## config.mk

```make
export PLATFORM = sky130hd
export DESIGN_NAME = pipeline_mem_ctrl
export DESIGN_NICKNAME = d
export VERILOG_FILES = /design/src/rtl/pipeline_mem_ctrl.sv
export SDC_FILE = /design/constraint.sdc
export NUM_CORES = 1
export LEC_CHECK = 0
export ABC_CLOCK_PERIOD_IN_PS = 1800
export CORE_MARGIN = 2
export CORE_UTILIZATION = 39
export CTS_CLUSTER_SIZE = 28
export DETAILED_ROUTE_END_ITERATION = 10
export PLACE_DENSITY = 0.77
export SLEW_MARGIN = 20
export SYNTH_ARGS = -nofsm -noshare
export SYNTH_HDL_FRONTEND = slang
export SYNTH_SLANG_ARGS = --single-unit
```

## constraint.sdc

```tcl
create_clock -name clk_i -period 1.8 [get_ports clk_i]
set_clock_uncertainty 0.2 [all_clocks]
set_input_delay 0.18 -clock clk_i [delete_from_list [all_inputs] [get_ports clk_i]]
set_output_delay 0.18 -clock clk_i [all_outputs]
set_load 0.005 [all_outputs]
```

## src/rtl/pipeline_mem_ctrl.sv

```systemverilog
// rtl/pipeline_mem_ctrl.sv - MEM-stage data-memory sequencer with pipeline freeze
//
// Purpose:
//   Sits between the EX/MEM register outputs, a variable-latency data memory
//   (req/ack handshake) and the MEM/WB register inputs. While an access is
//   outstanding it freezes PC, IF/ID, ID/EX and EX/MEM (stall_o) and forces
//   bubbles into MEM/WB (wb_bubble_o). Read data is captured on ack and
//   presented to MEM/WB as MD_o. An access with no ack for TIMEOUT_CYCLES
//   BUSY cycles is abandoned and raises a sticky err_o.
//
// Ports:
//   clk_i, rst_i            clock, asynchronous active-low reset
//   MemRead_i, MemWrite_i   access request from EX/MEM (both high = write)
//   addr_i, wdata_i         effective address and store data
//   mem_req_o, mem_we_o     registered memory request and direction
//   mem_addr_o, mem_wdata_o latched address and store data
//   mem_ack_i, mem_rdata_i  one-cycle completion pulse and its read data
//   stall_o, wb_bubble_o    pipeline freeze and MEM/WB bubble
//   MD_o                    read data to MEM/WB
//   err_o                   sticky timeout flag
//
// Optional feature (macro MEM_CTRL_PERF_EN):
//   stall_cnt_o   saturating count of stalled cycles
//   access_cnt_o  saturating count of started accesses

module pipeline_mem_ctrl #(
  parameter int TIMEOUT_CYCLES = 255,
  parameter int CNT_W          = 8
) (
  input  logic        clk_i,
  input  logic        rst_i,
  input  logic        MemRead_i,
  input  logic        MemWrite_i,
  input  logic [31:0] addr_i,
  input  logic [31:0] wdata_i,
  output logic        mem_req_o,
  output logic        mem_we_o,
  output logic [31:0] mem_addr_o,
  output logic [31:0] mem_wdata_o,
  input  logic        mem_ack_i,
  input  logic [31:0] mem_rdata_i,
  output logic        stall_o,
  output logic        wb_bubble_o,
  output logic [31:0] MD_o,
  output logic        err_o
`ifdef MEM_CTRL_PERF_EN
  ,
  output logic [31:0] stall_cnt_o,
  output logic [31:0] access_cnt_o
`endif
);

  typedef enum logic [1:0] {
    IDLE = 2'd0,
    BUSY = 2'd1,
    DONE = 2'd2
  } state_e;

  // Last counter value of a BUSY phase; the access has then spent
  // TIMEOUT_CYCLES cycles in BUSY.
  localparam logic [CNT_W-1:0] TO_LAST = CNT_W'(TIMEOUT_CYCLES - 1);

  state_e             state_q, state_d;
  logic               mem_req_q, mem_req_d;
  logic               mem_we_q, mem_we_d;
  logic [31:0]        addr_q, addr_d;
  logic [31:0]        wdata_q, wdata_d;
  logic [31:0]        md_q, md_d;
  logic               err_q, err_d;
  logic [CNT_W-1:0]   cnt_q, cnt_d;

  logic access_w;
  logic timeout_w;

  assign access_w  = MemRead_i | MemWrite_i;
  assign timeout_w = (cnt_q == TO_LAST);

  // State and datapath registers
  always_ff @(posedge clk_i or negedge rst_i) begin
    if (!rst_i) begin
      state_q   <= IDLE;
      mem_req_q <= 1'b0;
      mem_we_q  <= 1'b0;
      addr_q    <= 32'd0;
      wdata_q   <= 32'd0;
      md_q      <= 32'd0;
      err_q     <= 1'b0;
      cnt_q     <= '0;
    end else begin
      state_q   <= state_d;
      mem_req_q <= mem_req_d;
      mem_we_q  <= mem_we_d;
      addr_q    <= addr_d;
      wdata_q   <= wdata_d;
      md_q      <= md_d;
      err_q     <= err_d;
      cnt_q     <= cnt_d;
    end
  end

  // Next-state and datapath updates
  always_comb begin
    state_d   = state_q;
    mem_req_d = mem_req_q;
    mem_we_d  = mem_we_q;
    addr_d    = addr_q;
    wdata_d   = wdata_q;
    md_d      = md_q;
    err_d     = err_q;
    cnt_d     = cnt_q;
    case (state_q)
      IDLE: begin
        if (access_w) begin
          addr_d    = addr_i;
          wdata_d   = wdata_i;
          // Read+write together is handled as a write, so MD is left alone.
          mem_we_d  = MemWrite_i;
          mem_req_d = 1'b1;
          cnt_d     = '0;
          state_d   = BUSY;
        end
      end
      BUSY: begin
        cnt_d = cnt_q + CNT_W'(1);
        // Ack is checked first so a late ack on the timeout cycle still wins.
        if (mem_ack_i) begin
          mem_req_d = 1'b0;
          if (!mem_we_q) begin
            md_d = mem_rdata_i;
          end
          state_d = DONE;
        end else if (timeout_w) begin
          mem_req_d = 1'b0;
          err_d     = 1'b1;
          md_d      = 32'd0;
          state_d   = DONE;
        end
      end
      DONE: begin
        // Access inputs are ignored here so the completing instruction
        // cannot restart its own access as it leaves EX/MEM.
        state_d = IDLE;
      end
      default: begin
        state_d   = IDLE;
        mem_req_d = 1'b0;
      end
    endcase
  end

  // Pipeline control outputs
  always_comb begin
    stall_o     = 1'b0;
    wb_bubble_o = 1'b0;
    case (state_q)
      IDLE: begin
        // Non-memory instructions see no added latency.
        stall_o     = access_w;
        wb_bubble_o = access_w;
      end
      BUSY: begin
        stall_o     = 1'b1;
        wb_bubble_o = 1'b1;
      end
      default: begin
        stall_o     = 1'b0;
        wb_bubble_o = 1'b0;
      end
    endcase
  end

  assign mem_req_o   = mem_req_q;
  assign mem_we_o    = mem_we_q;
  assign mem_addr_o  = addr_q;
  assign mem_wdata_o = wdata_q;
  assign MD_o        = md_q;
  assign err_o       = err_q;

`ifdef MEM_CTRL_PERF_EN
  logic [31:0] stall_cnt_q;
  logic [31:0] access_cnt_q;

  always_ff @(posedge clk_i or negedge rst_i) begin
    if (!rst_i) begin
      stall_cnt_q  <= 32'd0;
      access_cnt_q <= 32'd0;
    end else begin
      if (stall_o && (stall_cnt_q != 32'hFFFF_FFFF)) begin
        stall_cnt_q <= stall_cnt_q + 32'd1;
      end
      if ((state_q == IDLE) && access_w && (access_cnt_q != 32'hFFFF_FFFF)) begin
        access_cnt_q <= access_cnt_q + 32'd1;
      end
    end
  end

  assign stall_cnt_o  = stall_cnt_q;
  assign access_cnt_o = access_cnt_q;
`endif

endmodule

```

; ---- Word level (Yosys, flattened, before mapping)
; Index checks and enable logic that the tools add are counted.
[totals]
ff_bits = 109
inputBits = 101
out_inout_bits = 101
[classes]
addsub = 1
eq_ne = 6
n_mux = 14
n_bitwise = 3
n_reduce_logical = 9
[op_table]
columns = cell, n
row1 = 2-to-1 mux 32 bit, 3
row2 = one-hot mux 8 bit (2 select lines), 1
row3 = AND reduction 3 bit, 3
row4 = adder 8 x 1 -> 8 bit (second input constant), 1
row5 = == test 8 bit (second input constant), 1
row6 = 2-to-1 mux 8 bit, 1
row7 = 2-to-1 mux 2 bit, 3
row8 = AND reduction 2 bit, 3
row9 = != test 2 bit (second input constant), 2
row10 = one-hot mux 2 bit (2 select lines), 1
row11 = nonzero test 2 bit, 2
row12 = 2-to-1 mux 1 bit, 3
row13 = != test 3 bit (second input constant), 1
row14 = one-hot mux 1 bit (3 select lines), 1
row15 = == test 2 x 1 -> 1 bit (second input constant), 1
row16 = == test 2 bit (second input constant), 1
row17 = logical NOT 2 bit, 1
row18 = NOT 1 bit, 2
row19 = one-hot mux 1 bit (2 select lines), 1
row20 = bitwise OR 1 bit, 1

; ---- Longest topological paths before layout
[logic_depth]
word_depth = 4
ltp_mapped = 6

; ---- Worst setup path after synthesis
; No wires, ideal clock.
[synth_timing]
path_type = reg2reg
start = register state_q[0]
end = register wdata_q[23], in the netlist mem_wdata_o[23]
setup_ns = 0.125
t_arrival_ns = 1.429
setup_slack_ns = 0.046
path_stages_with_launch = 6
n_path_buf = 2
period_less_slack_ns = 1.754
cell_sequence = dfrtp_1 or2_4 nor2_8 buf_8 buf_8 mux2_4
[synth_via]
elab_chain_len = 2
[synth_lines]
columns = element, line_no
row1 = from (decl), 63  ; state_e state_q, state_d;
row2 = from (signal assigned), 90  ; state_q <= state_d;
row3 = logical NOT 2 bit, 111  ; case (state_q)
row4 = AND reduction 2 bit (no source line), n/a
row5 = to (signal assigned), 94  ; wdata_q <= wdata_d;
row6 = to (decl), 67  ; logic [31:0] wdata_q, wdata_d;
; No other way between the ends.
; A chain may end at the register's enable or synchronous reset.

; ---- Worst setup path in the final report
[layout_timing]
start = register state_q[0]
end = register addr_q[27], in the netlist mem_addr_o[27]
[layout_via]
elab_chain_len = 2
[layout_lines]
columns = element, line_no
row1 = logical NOT 2 bit, 111
row2 = AND reduction 2 bit (no source line), n/a
row3 = to (signal assigned), 93  ; addr_q <= addr_d;
row4 = to (decl), 66  ; logic [31:0] addr_q, addr_d;
; No other way between the ends.

==> reports/qor.yml <==
timing:
  fin_crit_sh: 0.965
  maxSlewViolCount: 0
  fin_ws_ns: 0.0625
  slew_headroom: 0.749
  tightest_slew_ns: 0.376
  hold_viol_final: 0
  fin_crit_ns: 1.74
  setup_tns_ns: 0
  finalSetupViolCount: 0
  timing.fmax_mhz: 576
  rsz0062_at_grt: "no"
  hold_slack_ns: 0.0840
synth:
  synth_area_leader_cell: "dfrtp_1"
  syn_area_per_cell_um2: 12.7
  synth_fp_nets: 480
  synth_area_leaders: "dfrtp_1 57%, mux2_2 8.7%, mux2_4 8.5%, o221ai_1 5.9%, nand2b_1 4.3%"
  ys_seq_area_frac: 0.569
  synth-async-reset-ratio: 1.00
  synth_edf_count: 0
  synth_cell_type_count: 37
  synth_ff_type: "dfrtp_1"
  synthesis.area_um2: 4790
  netlist_instances: 377
  synth.most_common_cell: "dfrtp_1"
  ys_top_cells_by_count: "109 x dfrtp_1, 37 x mux2_2, 37 x nand2_1"
  synth_top_cell_area_share: 0.569
  ys_ff_latch: 109
  synth_warnings: 0
clock_tree:
  insertion_delay_ns: 0.35
  clock_path_buffers: 2
  clkSinkCount: 109
  root_buffer: "clkbuf_16"
  htree_levels: 3
  postCtsSetupRepairBufs: 0
  cts_made_buffers: 9
  cts_tree: "done"
  path_clk_slew_ns: 0.07
drt:
  top_layer_used: "met5"
  dr.pass1.iters: 4
  ant_nets: 0
  route.detailed.drc: 0
  routedWlPerCell_um: 16.1
  dr_wl_met3_um: 1080
  met1_length_um: 5180
  drt_iter0_markers: 303
  vias: 3666
  routed_wl_um: 11900
  viasPerCell: 4.93
  wl_met2_um: 5520
power_and_ir_drop:
  combPwrFrac: 0.481
  power.density_nw_per_um2: 1620
  power_frac_seq: 0.361
  total_leakage_power_uw: 0.00323
  p_switching_uw: 3580
  pwr-share-clk: 0.158
  ir_drop_mv: 1.11
  internal_power_uw: 8410
  swShare: 0.299
floorplan:
  die-height_um: 115
  fp-row-count: 40
  ios: 202
  die_area_um2: 13200
  core-area_um2: 12000
  die_w_um: 115
  start_util: 0.399
cells_and_area:
  fillers: 946
  ff_latch_area_um2: 2730
  area_growth_pct: 54.8
  stdcell_count: 743
  drive_above_1_share: 0.195
  multiInputGateArea_um2: 1800
  diodes: 0
  fin_nets: 694
global_route:
  grt_max_degree: 50
  overflow: 0
  grt_pass1_wl_um: 19100
  grt_pass1_vias: 3747
  track_usage: 0.186
  grt_antenna_before_repair: 1
setup_path:
  cpMaxStageDelayCell: "dfrtp_1"
  cp-startpoint: "state_q[0]"
  end_kind: "flop"
  crit_type: "flop to flop"
  crit_path_max_incr_delay_ns: 0.39
  reg2reg_from: "state_q[0]"
  arrival_ns: 1.77
  startpoint_type: "flop"
  worstPathRequired_ns: 1.83
  cp_max_fo: 35
  cp_cell_sequence: "or2_4, nor2_8, buf_12, mux2_2"
hold_path:
  hp-class: "primary input to async pin"
place:
  place_hpwl_um: 8660
  pre_cts_ws_ns: -0.0873
  dp_cells: 726
  globalplace.congestion: 0.810
  portBuffers: 201
run:
  drv_cap: 0
outcome:
  status: "finished clean"
[power by group through the flow]
stage | clock network, uW | logic (uW) | registers (uW)
CTS | 1980 | 5850 | 4340
finish | 1900 | 5760 | 4330
global placement | 0 | 5660 | 4320
floorplan | 0 | 2510 | 4410
detailed placement | 0 | 5790 | 4370
global route | 2080 | 6210 | 4500
[cell families (layout without fill, tap and decap cells)]
logic type | after synthesis | after routing | share of synthesized area
fa+ha+maj | 2 | 2 | 0.00522
xor+xnor | 1 | 1 | 0.00183
buf+inv | 59 | 278 | 0.0630
simple gates | 87 | 87 | 0.0972
mux | 68 | 68 | 0.180
compound gates | 51 | 51 | 0.0833
flops | 109 | 109 | 0.569
[path summary, 6_finish.rpt]
path	end	slack, ns	cells past startpoint
max	mem_addr_o[27]	0.06	4
min	MD_o[7]	0.08	2
max reg2reg	mem_addr_o[27]	0.06	4
min reg2reg	cnt_q[7]	0.29	1
max in group asynchronous	mem_wdata_o[1]	0.72	3
min in group clk_i	MD_o[30]	0.22	3
[worst max-delay path, delay by kind of cell (launching register included)]
family	cells	cell delay, ns
and+or+nand+nor	2	0.42
DFF	1	0.39
muxes	1	0.37
buffers and inverters	1	0.23
[cells in the final DEF (no fill, tap or decap), drive strengths merged, types with 2 or more instances in the layout]
master           n
a21oi            3
buf             25
clkbuf          12
clkdlybuf4s50  198
clkinv           6
dfrtp          109
ha               2
inv             36
mux2            64
mux2i            4
nand2           37
nand2b          33
nand3            2
nand4            3
nor2             5
o21ai            7
o221ai          32
o22ai            2
[sequential cells by signal, indices dropped and copies added (netlist names)]
signal	cells
err_o	1
state_q	2
mem_req_o	1
cnt_q	8
mem_wdata_o	32
mem_we_o	1
MD_o	32
mem_addr_o	32
[layer usage]
metal / global-route usage / vias to the layer above
met5: 0 / -
li1: - / 1733
met3: 0.0796 / 17
met2: 0.288 / 163
met4: 0.0570 / 2
met1: 0.239 / 1751
[per-stage QoR]
| step | instance area [um2] | utilization | total power [uW] |
|---|---|---|---|
| CTS | 7430 | 0.618 | 12200 |
| floorplan | 4790 | - | 6920 |
| global route | 7420 | 0.617 | 12800 |
| detailed placement | 7110 | 0.592 | 10200 |
| finish | 7420 | 0.617 | 12000 |
| global placement | 7110 | 0.592 | 9980 |
[area by class of cell]
cell class	instances	share of cell area
clock buffer	10	0.0322
clock inverter	6	0.00658
inverter	36	0.0182
multi-input combinational	209	0.243
sequential	109	0.368
tap	147	0.0248
timing repair buffer	226	0.308
[timing repair]
item,CTS,global route
hold buffers,1,0
pin swaps,0,1
endpoints found under the setup margin,2,7
gates resized for setup,10,2
hold endpoints to repair,109,0
(Power assumes the default switching activity.)
